## config.mk

```make
export PLATFORM = sky130hd
export DESIGN_NAME = mem_mmio_bus
export DESIGN_NICKNAME = d
export VERILOG_FILES = /design/src/rtl/mmio_pkg.sv /design/src/rtl/mmio_in_chan.sv /design/src/rtl/mem_mmio_bus.sv
export SDC_FILE = /design/constraint.sdc
export NUM_CORES = 1
export LEC_CHECK = 0
export ABC_AREA = 1
export BUFFER_PORTS_ARGS = -buffer_cell sky130_fd_sc_hd__buf_2
export CELL_PAD_IN_SITES_DETAIL_PLACEMENT = 0
export CELL_PAD_IN_SITES_GLOBAL_PLACEMENT = 2
export CORE_MARGIN = 2
export CORE_UTILIZATION = 25
export DETAILED_ROUTE_END_ITERATION = 7
export MAX_ROUTING_LAYER = met4
export PLACE_DENSITY_LB_ADDON = 0.3
export SLEW_MARGIN = 5
export SYNTH_ARGS = -nofsm -noshare
export SYNTH_HDL_FRONTEND = slang
export SYNTH_SLANG_ARGS = --single-unit
```

## constraint.sdc

```tcl
create_clock -name clk -period 7.35 [get_ports clk]
set_input_delay 1.47 -clock clk [delete_from_list [all_inputs] [get_ports clk]]
set_output_delay 1.47 -clock clk [all_outputs]
set_load 0.02 [all_outputs]
```

## src/rtl/mmio_pkg.sv

```systemverilog
`default_nettype none
// ============================================================================
//  mmio_pkg : MMIO window layout shared by the CPU bus bridge
//  Revision : 1.0
// ============================================================================
package mmio_pkg;

   localparam logic [31:0] MMIO_BASE_DEF   = 32'h0000_7f00;
   localparam int          MMIO_WIN_BYTES  = 32;

   localparam logic [4:0]  OFF_OUT_STAT    = 5'h00;
   localparam logic [4:0]  OFF_OUT_DATA    = 5'h04;
   localparam logic [4:0]  OFF_IN_STAT     = 5'h08;
   localparam logic [4:0]  OFF_IN_DATA     = 5'h0C;
   localparam logic [4:0]  OFF_CYCLES      = 5'h10;
   localparam logic [4:0]  OFF_LED         = 5'h14;

   localparam int          OUT_STAT_RDY_BIT = 0;
   localparam int          IN_STAT_VLD_BIT  = 0;
   localparam int          IN_STAT_OVR_BIT  = 1;

endpackage
`default_nettype wire

```

## src/rtl/mmio_in_chan.sv

```systemverilog
`default_nettype none
// ============================================================================
//  mmio_in_chan : PDU input latch with valid, sticky overrun and CPU acknowledge
//  Revision     : 1.0
// ============================================================================
module mmio_in_chan (
   input  logic        clk,
   input  logic        rst,
   input  logic        i_pulse,
   input  logic [31:0] i_data,
   input  logic        i_ack,
   output logic        o_valid,
   output logic        o_overrun,
   output logic [31:0] o_data
);

   logic        r_valid;
   logic        r_overrun;
   logic [31:0] r_data;

   always_ff @(posedge clk) begin
      if (rst) begin
         r_valid   <= 1'b0;
         r_overrun <= 1'b0;
         r_data    <= '0;
      end else if (i_ack) begin
         // Ack empties the latch first, so a coincident pulse lands cleanly.
         r_valid   <= i_pulse;
         r_overrun <= 1'b0;
         if (i_pulse)
            r_data <= i_data;
      end else if (i_pulse) begin
         if (r_valid) begin
            r_overrun <= 1'b1;
         end else begin
            r_valid <= 1'b1;
            r_data  <= i_data;
         end
      end
   end

   assign o_valid   = r_valid;
   assign o_overrun = r_overrun;
   assign o_data    = r_data;

endmodule
`default_nettype wire

```

## src/rtl/mem_mmio_bus.sv

```systemverilog
`default_nettype none
// ============================================================================
//  mem_mmio_bus : CPU data-bus decoder for data memory and PDU MMIO registers
//  Revision     : 1.0
// ============================================================================
module mem_mmio_bus
   import mmio_pkg::*;
#(
   parameter int          DM_AW     = 8,
   parameter logic [31:0] MMIO_BASE = MMIO_BASE_DEF,
   parameter int          LED_W     = 16
) (
   input  logic             clk,
   input  logic             rst,
   input  logic [31:0]      mem_addr,
   input  logic             mem_we,
   input  logic [31:0]      mem_din,
   output logic [31:0]      mem_dout,
   output logic [DM_AW-1:0] dm_addr,
   output logic             dm_we,
   output logic [31:0]      dm_din,
   input  logic [31:0]      dm_dout,
   output logic             out_valid,
   output logic [31:0]      out_data,
   input  logic             out_ack,
   input  logic             in_pulse,
   input  logic [31:0]      in_data,
   output logic [LED_W-1:0] led
);

   logic [31:0]      w_off;
   logic             w_dm_hit;
   logic             w_mmio_hit;
   logic [2:0]       w_word;
   logic             w_mmio_we;
   logic             w_wr_odata;
   logic             w_wr_istat;
   logic             w_wr_cyc;
   logic             w_wr_led;
   logic             w_in_valid;
   logic             w_in_ovr;
   logic [31:0]      w_in_data;

   logic             r_out_valid;
   logic [31:0]      r_out_data;
   logic [31:0]      r_cycles;
   logic [LED_W-1:0] r_led;

   assign w_off      = mem_addr - MMIO_BASE;
   assign w_dm_hit   = (mem_addr >> (DM_AW + 2)) == 32'd0;
   // mem_addr >= base guarantees the subtraction did not wrap.
   assign w_mmio_hit = !w_dm_hit && (mem_addr >= MMIO_BASE) && (w_off < 32'(MMIO_WIN_BYTES));
   assign w_word     = w_off[4:2];
   assign w_mmio_we  = mem_we && w_mmio_hit;
   assign w_wr_odata = w_mmio_we && (w_word == OFF_OUT_DATA[4:2]);
   assign w_wr_istat = w_mmio_we && (w_word == OFF_IN_STAT[4:2]);
   assign w_wr_cyc   = w_mmio_we && (w_word == OFF_CYCLES[4:2]);
   assign w_wr_led   = w_mmio_we && (w_word == OFF_LED[4:2]);

   assign dm_addr = mem_addr[DM_AW+1:2];
   assign dm_we   = mem_we && w_dm_hit;
   assign dm_din  = mem_din;

   mmio_in_chan u_in_chan (
      .clk       (clk),
      .rst       (rst),
      .i_pulse   (in_pulse),
      .i_data    (in_data),
      .i_ack     (w_wr_istat),
      .o_valid   (w_in_valid),
      .o_overrun (w_in_ovr),
      .o_data    (w_in_data)
   );

   // Data is frozen while valid; an ack in the same cycle as a write wins.
   always_ff @(posedge clk) begin
      if (rst) begin
         r_out_valid <= 1'b0;
         r_out_data  <= '0;
      end else if (r_out_valid) begin
         if (out_ack)
            r_out_valid <= 1'b0;
      end else if (w_wr_odata) begin
         r_out_valid <= 1'b1;
         r_out_data  <= mem_din;
      end
   end

   always_ff @(posedge clk) begin
      if (rst)
         r_cycles <= '0;
      else if (w_wr_cyc)
         r_cycles <= mem_din;
      else
         r_cycles <= r_cycles + 32'd1;
   end

   always_ff @(posedge clk) begin
      if (rst)
         r_led <= '0;
      else if (w_wr_led)
         r_led <= mem_din[LED_W-1:0];
   end

   always_comb begin
      mem_dout = '0;
      if (w_dm_hit) begin
         mem_dout = dm_dout;
      end else if (w_mmio_hit) begin
         case (w_word)
            OFF_OUT_STAT[4:2]: mem_dout[OUT_STAT_RDY_BIT] = !r_out_valid;
            OFF_IN_STAT[4:2]: begin
               mem_dout[IN_STAT_VLD_BIT] = w_in_valid;
               mem_dout[IN_STAT_OVR_BIT] = w_in_ovr;
            end
            OFF_IN_DATA[4:2]:  mem_dout = w_in_data;
            OFF_CYCLES[4:2]:   mem_dout = r_cycles;
            OFF_LED[4:2]:      mem_dout = 32'(r_led);
            default:           mem_dout = '0;
         endcase
      end
   end

   assign out_valid = r_out_valid;
   assign out_data  = r_out_data;
   assign led       = r_led;

endmodule
`default_nettype wire

```

======== Word-level counts from Yosys, hierarchy flattened ========
Index checks and enable logic that the tools add are counted.
W data, S select, Z words.
storage, ports and cells
  bits in registers ....................... 115
  input port bits ......................... 133
  output and inout bits ................... 122
  logic and storage cells ................. 50
operators by class
  add/subtract/negate cells ............... 2
  order comparisons ....................... 2
  equal/unequal tests ..................... 6
  muxes and demuxes ....................... 15
  bitwise logic cells ..................... 1
  reductions and logical operators ........ 17
operator list
  cell                      number
  $mux W32                  7
  $pmux W30 S3              1
  $add A32 B1 Y32 const B   1
  $ge A32 B15 Y1 const B    1
  $logic_not A32 Y1         1
  $lt A32 B6 Y1 const B     1
  $sub A32 B15 Y32 const B  1
  $logic_and A1 B1 Y1       8
  $eq A3 B2 Y1 const B      2
  $eq A3 B3 Y1 const B      2
  $reduce_and A2 Y1         3
  $mux W1                   5
  $pmux W1 S5               1
  $pmux W1 S4               1
  $eq A3 B1 Y1 const B      1
  $logic_not A3 Y1          1
  $logic_not A1 Y1          2
  $ne A2 B1 Y1 const B      1
  $reduce_bool A2 Y1        1
  $reduce_or A2 Y1          1
  $not A1 Y1                1

======== Depth between registers and ports, before layout ========
Gate-level depths: netlist (run 1).
  depth after elaboration ................. 8
  mapped depth ............................ 18
  mapped depth without buffers ............ 16

======== Cells and area by module ========
Synthesis (run 1) repeated with hierarchy kept, for this count alone.
second synthesis, totals
  cell total of the unflattened synthesis .. 1267
  area, all modules ....................... 7596.0 µm²
modules (own cells, without submodules)
  module        instances  cells an instance  area each (µm²)  seq. area each (µm²)
  mem_mmio_bus  1          1048               6028.3           1621.6
  mmio_in_chan  1          219                1567.8           680.7

======== Least setup slack after synthesis (run 1) ========
Ideal clock, no wire load.
  path type ............................... in2out
  start point ............................. in mem_addr[24]
  end point ............................... out mem_dout[10]
  arrival ................................. 3159 ps
  required time ........................... 5880 ps
  path slack .............................. 2721 ps
  cell stages on the path ................. 15
  buffers on the path ..................... 0
  cell sequence ........................... nor2_1 > nand2_1 > nor2_1 > nand4_1 > nand2_1 > nand2_1 > nor2_1 > nand3_1 > nor2_2 > nand2_2 > clkinv_1 > nand2_1 > inv_1 > o21ai_0 > o21ai_0
on the way
  cells in the longest elaborated chain, start to end .. 6
  elaborated cells on any way between the ends .. 9
  those cells by class .................... 1 x add/sub; 2 x order compare; 2 x mux; 4 x reduce/logical
ends and longest elaborated chain
  element                                                                   RTL line             RTL
  from (decl)                                                               mem_mmio_bus.sv:15   input logic [31:0] mem_addr,
  parallel branches: the longest is 5 deep, another holds $sub A32 B15 Y32  -
  $mux W32 (*)                                                              mem_mmio_bus.sv:107  if (w_dm_hit) begin
  to (decl)                                                                 mem_mmio_bus.sv:18   output logic [31:0] mem_dout,
Every way passes the cells marked *.

======== Worst setup path in the final report (run 1) ========
  start point ............................. in mem_addr[15]
  end point ............................... out mem_dout[5]
The elaborated chain is that of the path after synthesis.

==> summary.md, run 1 <==
| Metric | Value |
|---|---|
| Status | complete, no violations |
| Slowest-stage cell, CP | clkinv_1 |
| FF+latch count, synth | 115 |
| Most common cell on crit path | nand2_1 |
| Clk root buf | clkbuf_16 |
| Reg-to-reg critical path startpoint | r_cycles[2] |
| Power density over the cells | around 180 nW/µm² |
| Post-CTS Hold Buffers | 0 |
| Worst Reg-to-Reg Cells | 14 |
| Startpoint types | primary input |
| Final Skew | between 0.007 and 0.008 ns |
| Worst Hold Class | reg2reg |
| Simple-gate share of the synthesized area | 34.5% |
| Port Buffer Count | 252 |
| DR vias/cell | 4.23 |
| Layout cells sized above 1 | between 20% and 30% |
| Detail Route Antenna Nets | 0 |
| Horiz. Die Dim | roughly 180 µm |
| Worst path depth | 18 |
| Sum Neg Setup Slack | 0 ns |
| H-tree depth | 4 |
| WL final | between 20 and 30 mm |
| Fmax | roughly 170 MHz |
| Hold Fails Final Rpt | 0 |
| Vias | ~7700 |
| Critical path endpoint category | primary output |
| R2R Path End | r_cycles[31] |
| Post-synth top area share | roughly 31% |
| WP data required | roughly 5.9 ns |
| Slew Limit Fails | 0 |
| Antenna cell count | 0 |
| Kind of cell adding the most delay to the critical path | simple AND/OR/NAND/NOR gates |
| Sequential area share after synthesis | ~31% |
| Cells along the critical path | buf_2 > nor2_4 > nand2_2 > nor2_4 > nand2_4 > nor2_2 > nand2_2 > nand2_1 > nand2_1 > nand2_1 > nor2_1 > nand2_2 > clkinv_1 > nand2_1 > inv_1 > o21ai_0 > o21ai_0 > buf_2 |
| Initial antenna violation count | 0 |
| Post-synth EDFFs | 0 |
| TritonCTS clock tree | done |
| Final Wtd Congestion | a little over 0.8 |
| Boundary Pins | between 200 and 300 |
| Post-CTS Setup Inserts | 0 |
| Std cell rows | 62 |
| Yosys cell types | 34 |
| Largest area contributor in the netlist | dfxtp_1 |
| Synth Instances | around 1200 |
| Adder-cell share of the synthesized area | less than 1% |
| DP HPWL | roughly 19 mm |
| Async set-reset flop share out of synthesis | 0% |
| Layout Nets | around 1500 |
| Flop2flop setup slack | about 4.8 ns |
| CP arrival | between 4 and 5 ns |
| Die ar. | roughly 31000 µm² |
| Final Cycle Share | approximately four fifths |
| RSZ-0062 raised after global routing | false |
| Syn nets | about 1400 |
| Syn_area_per_cell | between 6 and 7 µm² |
| # DRC | 0 |
| DIE HEIGHT | 176 µm |
| WS Path Type | in2out |
| Post-synth top flop | dfxtp_1 |
| Final Total Pwr | between 1.5 and 2 mW |
| Core area | around 29000 µm² |
| Final Critical Period | between 5 and 6 ns |
| Critical path endpoint | mem_dout[5] |
| Vias in the first global route | between 6000 and 7000 |
| Post-synthesis mux area share | 0% |
| First-pass DRT Iterations | 5 |
| Drt initial violations | 410 |
| Cell Area, Synth | roughly 7400 µm² |
| Area Growth Syn to Fin | 24.7% |
| Main combinational cell family by area after synthesis | simple AND/OR/NAND/NOR gates |
| Worst-Skew Late Latency | between 0.4 and 0.5 ns |
| Setup Viol. Count Final | 0 |
| Maximum root-to-sink buffer count | 2 |
| CP max FO | 18 |
| Clk slew on worst S/H paths | ~0.060 ns |
| Max-Cap Viols | 0 |
| Worst Setup SP | mem_addr[15] |
| Post-Synth XOR/XNOR Area | roughly 2.2% |
| Worst rel slew slack | a little over two fifths |
| Worst Tran Pin Value | 0.871 ns |
| VDD IR max | roughly 0.13 mV |
| CP max stage delay | 0.51 ns |
| Grt ovf | 0 |
| CTS buffer count | 17 |
| Largest net degree at the start of global routing | 81 |
| Post-synthesis compound-gate area fraction | around an eighth |
| First-pass GRT wire length | 39.2 mm |
| Drt wl/cell | around 14 µm |
| Largest cells by area after synthesis | dfxtp_1 31%, nand2_1 13%, inv_1 12%, nor2_1 10%, buf_4 4.4% |
| LEAKAGE | just under 5 nW |
| Worst path buffer plus inverter count | 4 |
| Initial core utilization | about 26% |
| Total GRT Usage | between 10% and 20% |
| Warnings, synthesis | 0 |
| Clock sink total | 115 |
| Post_cts resized | 0 |
[through the flow]
step / util, % / worst slack [ns] / std cells / hold WS (ns) / area, µm²
floorplan: - / 2.72 / 1226 / 0.452 / 7400
global route: 31.9 / 1.08 / 1810 / 0.513 / 9230
finish: 31.9 / 1.38 / 1810 / 0.487 / 9230
global placement: 29.8 / 1.39 / 1778 / 0.467 / 8620
CTS: 31.9 / 1.37 / 1810 / 0.493 / 9230
detailed placement: 29.8 / 1.38 / 1778 / 0.470 / 8620
[area by class of cell]
class	count	area, µm²
Inverter	243	915
Tap cell	384	480
Clock buffer	18	429
Sequential cell	115	2300
Clock inverter	14	176
Multi-Input combinational cell	776	3610
Timing Repair Buffer	260	1320
Fill cell	3294	19700
[synthesized netlist by cell type, types with 4 or more instances]
cell type / instances
nand2_1: 256
inv_1: 234
nor2_1: 199
dfxtp_1: 115
o21ai_0: 64
nand3_1: 57
a21oi_1: 55
buf_4: 43
o22ai_1: 30
clkbuf_1: 27
nand4_1: 19
nand2_2: 17
xor2_1: 15
o21ai_1: 13
nor3_1: 12
buf_2: 11
nor2_2: 8
buf_6: 7
inv_2: 6
nand3_2: 5
nor2_4: 5
nand2_4: 4
nor4_1: 4
xnor2_1: 4
[worst min path at each step]
stage	startpoint	end	cells past startpoint
6_report	u_in_chan.o_data[29]	u_in_chan.o_data[29]	2
3_3_place_gp	u_in_chan.o_data[18]	u_in_chan.o_data[18]	2
5_1_grt	u_in_chan.o_data[1]	u_in_chan.o_data[1]	2
3_5_place_dp	u_in_chan.o_data[12]	u_in_chan.o_data[12]	2
4_1_cts	u_in_chan.o_data[20]	u_in_chan.o_data[20]	2
2_1_floorplan	u_in_chan.o_data[0]	u_in_chan.o_data[0]	2
[metal layers]
metal	GRT usage (%)	vias to the layer above	part of all wire, %
met3	2.71	14	4.0
li1	-	4079	-
met2	24.6	167	43
met1	23.9	3398	52
met4	4.34	0	1.1
met5	-	-	0
[cell usage in the layout, fill, tap and decap left out, types with 2 or more instances in the layout]
master,instances
nand3_1,57
xnor2_1,4
clkinvlp_4,2
nor2_1,199
nand2_4,4
inv_6,4
clkinv_4,3
clkinv_2,2
dfxtp_1,115
nor3_1,12
buf_4,8
nor2_4,5
xor2_1,15
nand3_2,5
inv_1,233
o22ai_1,30
o21ai_1,13
buf_2,252
nand3b_1,3
nor2_2,8
o21ai_0,64
nand2_2,18
clkinv_1,3
a21oi_1,55
nand4_1,19
nor4_1,4
clkbuf_16,17
bufinv_16,3
inv_2,6
nand2_1,255
[kinds of logic after synthesis]
kind of cell,count (synthesis)
XOR/XNOR,19
AO/OA/AOI/OAI,165
flip-flops,115
AND/OR/NAND/NOR,591
adder cells (fa/ha/maj),1
buffers and inverters,335
[sequential cells by signal (all words and copies together), names as in the netlist]
signal / cells
out_valid: 1
u_in_chan.o_data: 32
u_in_chan.o_overrun: 1
out_data: 32
u_in_chan.o_valid: 1
led: 16
r_cycles: 32
[worst reg2reg max path, stage by stage (launching register included)]
cell     delay, ns
dfxtp_1       0.39
nand2_1       0.07
nor2_1        0.22
nand2_1       0.16
nor2_1        0.18
nand2_1       0.11
nor2_1        0.31
nand2_1       0.12
nor3_1        0.33
nand4_1       0.17
xor2_1        0.17
inv_1         0.05
nand2_1       0.05
inv_1         0.06
nor2_1        0.03
[power breakdown]
| group | internal [mW] | switching (mW) |
|---|---|---|
| clock | 0.537 | 0.335 |
| combinational | 0.0666 | 0.116 |
| sequential | 0.639 | 0.00979 |
Power figures use the tool's default switching activity.
==> run 2, diff against run 1 <==
ABC_AREA = 0   (was 1)
CORE_UTILIZATION = 24   (was 25)
clock period = 5 ns   (was 7.35 ns; I/O delays follow)
==> summary.md, run 2 <==
| Metric | Value |
|---|---|
| Post-synth top area share | 34.9% |
| DIE HEIGHT | about 170 µm |
| Syn nets | just under 1000 |
| Boundary Pins | 255 |
| Syn_area_per_cell | about 8.0 µm² |
| CTS buffer count | 17 |
| Largest area contributor in the netlist | dfxtp_1 |
| Grt ovf | 0 |
| Power density over the cells | ~280 nW/µm² |
| RSZ-0062 raised after global routing | false |
| Most common cell in the netlist | nand2_1 |
| CP max stage delay | 0.54 ns |
| Area of the multi-input gates | between 3000 and 4000 µm² |
| Die ar. | 28800 µm² |
| TritonCTS clock tree | done |
| Cell Area, Synth | 6600 µm² |
| Worst Tran Pin Value | 1.13 ns |
| Clk root buf | clkbuf_16 |
| First-pass DRT Iterations | 5 |
| Final Wtd Congestion | between 0.7 and 0.8 |
| Drt wl/cell | approximately 19 µm |
| Startpoint types | primary input |
| H-tree depth | 4 |
| Hold Fails Final Rpt | 0 |
| Post-route cell area | ~8400 µm² |
| Slew Limit Fails | 0 |
| Clk slew on worst S/H paths | 0.06 ns |
| Vias in the first global route | between 6000 and 7000 |
| DP HPWL | 18.0 mm |
| Worst-Skew Late Latency | ~0.41 ns |
| NetSw | around 0.66 mW |
| Std cell rows | 60 |
| Switching share of power | 28.3% |
| Core area | approximately 27000 µm² |
| Placed instance area | just under 8000 µm² |
| Post-Synth XOR/XNOR Area | between 3 and 4% |
| LEAKAGE | approximately 3.2 nW |
| Synth Instances | 829 |
| Worst rel slew slack | about a quarter |
| Port Buffer Count | between 200 and 300 |
| Initial core utilization | 24.5% |
| Simple-gate share of the synthesized area | about a quarter |
| Layout cells sized above 1 | between 30 and 40% |
| Seq pwr share | between 40% and 50% |
| Initial antenna violation count | 1 |
| Maximum root-to-sink buffer count | 2 |
| Largest cells by area after synthesis | dfxtp_1 35%, nand2_1 7.9%, buf_4 4.8%, nand4b_1 4.4%, a22oi_1 3.6% |
| Layout fillers | 2933 |
| CP arrival | 2.96 ns |
| Final Skew | 0.0112 ns |
| Post-synth top flop | dfxtp_1 |
| Synth cell count leaders | 139 x nand2_1, 115 x dfxtp_1, 60 x nor2_1 |
| Async set-reset flop share out of synthesis | 0% |
| Most common cell after layout, fill and taps aside | buf_2 |
| Register area | about 2300 µm² |
| Post-synth EDFFs | 0 |
| Total GRT Usage | between 15 and 20% |
| Final Critical Period | 3.96 ns |
| Post_cts resized | 0 |
| Vias | 6702 |
| WP data required | roughly 4.0 ns |
| Most common cell on crit path | buf_2 |
| CP max FO | 18 |
| Post-CTS Setup Inserts | 0 |
| Warnings, synthesis | 0 |
| WS Path Type | in2out |
| Main combinational cell family by area after synthesis | simple AND/OR/NAND/NOR gates |
| Post-CTS Hold Buffers | 0 |
| Area Growth Syn to Fin | 26.6% |
| Sum Neg Setup Slack | 0 ns |
| Clock Power Share | 48.8% |
| Horiz. Die Dim | between 150 and 200 µm |
| Final Cycle Share | between 70% and 80% |
| Most frequent cells in the layout | 251 x buf_2, 139 x nand2_1, 115 x dfxtp_1 |
| FF+latch count, synth | approximately 120 |
| Yosys cell types | 41 |
| Post-synthesis mux area share | under 10% |
| Part of the power in combinational logic | between 10% and 20% |
| Cells along the critical path | buf_2 > nor4_1 > and4_1 > nand2_1 > o21ai_0 > buf_2 |
| Fmax | between 200 and 300 MHz |
| Sequential area share after synthesis | between 30% and 40% |
| Critical path endpoint category | primary output |
| # DRC | 0 |
| Layout Nets | between 1000 and 1500 |
| Adder-cell share of the synthesized area | less than 1% |
| Clock sink total | between 100 and 150 |
| VDD IR max | ~0.20 mV |
| Setup Viol. Count Final | 0 |
| Drt initial violations | roughly 380 |
| Largest net degree at the start of global routing | between 70 and 80 |
| Post-synthesis compound-gate area fraction | 21.8% |
| Max-Cap Viols | 0 |
| First-pass GRT wire length | ~38 mm |
| DR vias/cell | 4.95 |
| Status | complete, no violations |
| Worst Hold Class | reg2reg |
| Detail Route Antenna Nets | 0 |
| Pint | roughly 1.7 mW |
| Slowest-stage cell, CP | nand2_1 |
| WL final | roughly 25 mm |
-- run 2: changes by cell type in the layout (fill, tap and decap cells not counted), moves of 32 or more --
| cell | previous run | this run |
|---|---|---|
| a31oi_1 | 0 | 32 |
| inv_1 | 233 | 3 |
| nor2_1 | 199 | 60 |
| nor3b_1 | 0 | 32 |
| nand4b_1 | 0 | 33 |
| nand2_1 | 255 | 139 |
| nand3_1 | 57 | 14 |
| a22oi_1 | 0 | 32 |
| o21ai_0 | 64 | 28 |
-- run 2: cell families after synthesis --
| logic type | Yosys count |
|---|---|
| muxes | 19 |
| AOI/OAI and AO/OA | 212 |
| xor gates and xnor gates | 30 |
| adders and majority gates | 1 |
| buffers and inverters | 121 |
| DFF | 115 |
| and+or+nand+nor | 331 |
-- run 2: path summary, 6_finish.rpt --
kind                startpoint      endpoint  slack (ns)  depth (start not counted)
hold reg to reg   out_data[14]  out_data[14]        0.45                          2
setup reg to reg   r_cycles[4]  r_cycles[29]        2.74                          5
hold / removal    out_data[14]  out_data[14]        0.45                          2
setup / recovery  mem_addr[26]  mem_dout[30]        1.04                          6
-- run 2: area by class of cell --
type	count	share of cell area, %
multi-input combinational	593	43.9
sequential	115	27.6
timing repair buffer	269	16.7
tap	341	5.11
clock buffer	17	5.09
clock inverter	15	1.51
inverter	3	0.135
antenna	1	0.0300
-- run 2: per-layer routing --
metal  up-vias  part of all wire (%)  GRT usage, %
met4         0                   1.0          3.75
li1       3338                     -             -
met5         -                     0             -
met2       235                    48          29.8
met3        11                   6.0          3.40
met1      3118                    45          22.7
-- run 2: critical path: cells and delay by family --
family          cells  cell delay (ns)
buf+inv             2             0.30
simple gates        3             1.32
compound gates      1             0.34
-- run 2: power groups by stage --
stage          clock, mW  sequential, mW  combinational (mW)
3_3_place_gp           0           0.979               0.242
4_1_cts             1.18           0.959               0.244
2_1_floorplan          0           0.970               0.147
5_1_grt             1.23           0.962               0.262
6_report            1.14           0.959               0.239
3_5_place_dp           0           0.980               0.243
-- run 2: through the flow --
step	setup slack, ns	util (%)	std cells	hold slack [ns]	power [mW]
6_report	1.04	31.0	1354	0.446	2.34
5_1_grt	0.833	31.0	1354	0.462	2.45
4_1_cts	0.972	31.0	1353	0.449	2.39
3_5_place_dp	0.979	28.9	1321	0.441	1.22
3_3_place_gp	0.954	28.9	1321	0.436	1.22
2_1_floorplan	1.54	-	829	0.501	1.12
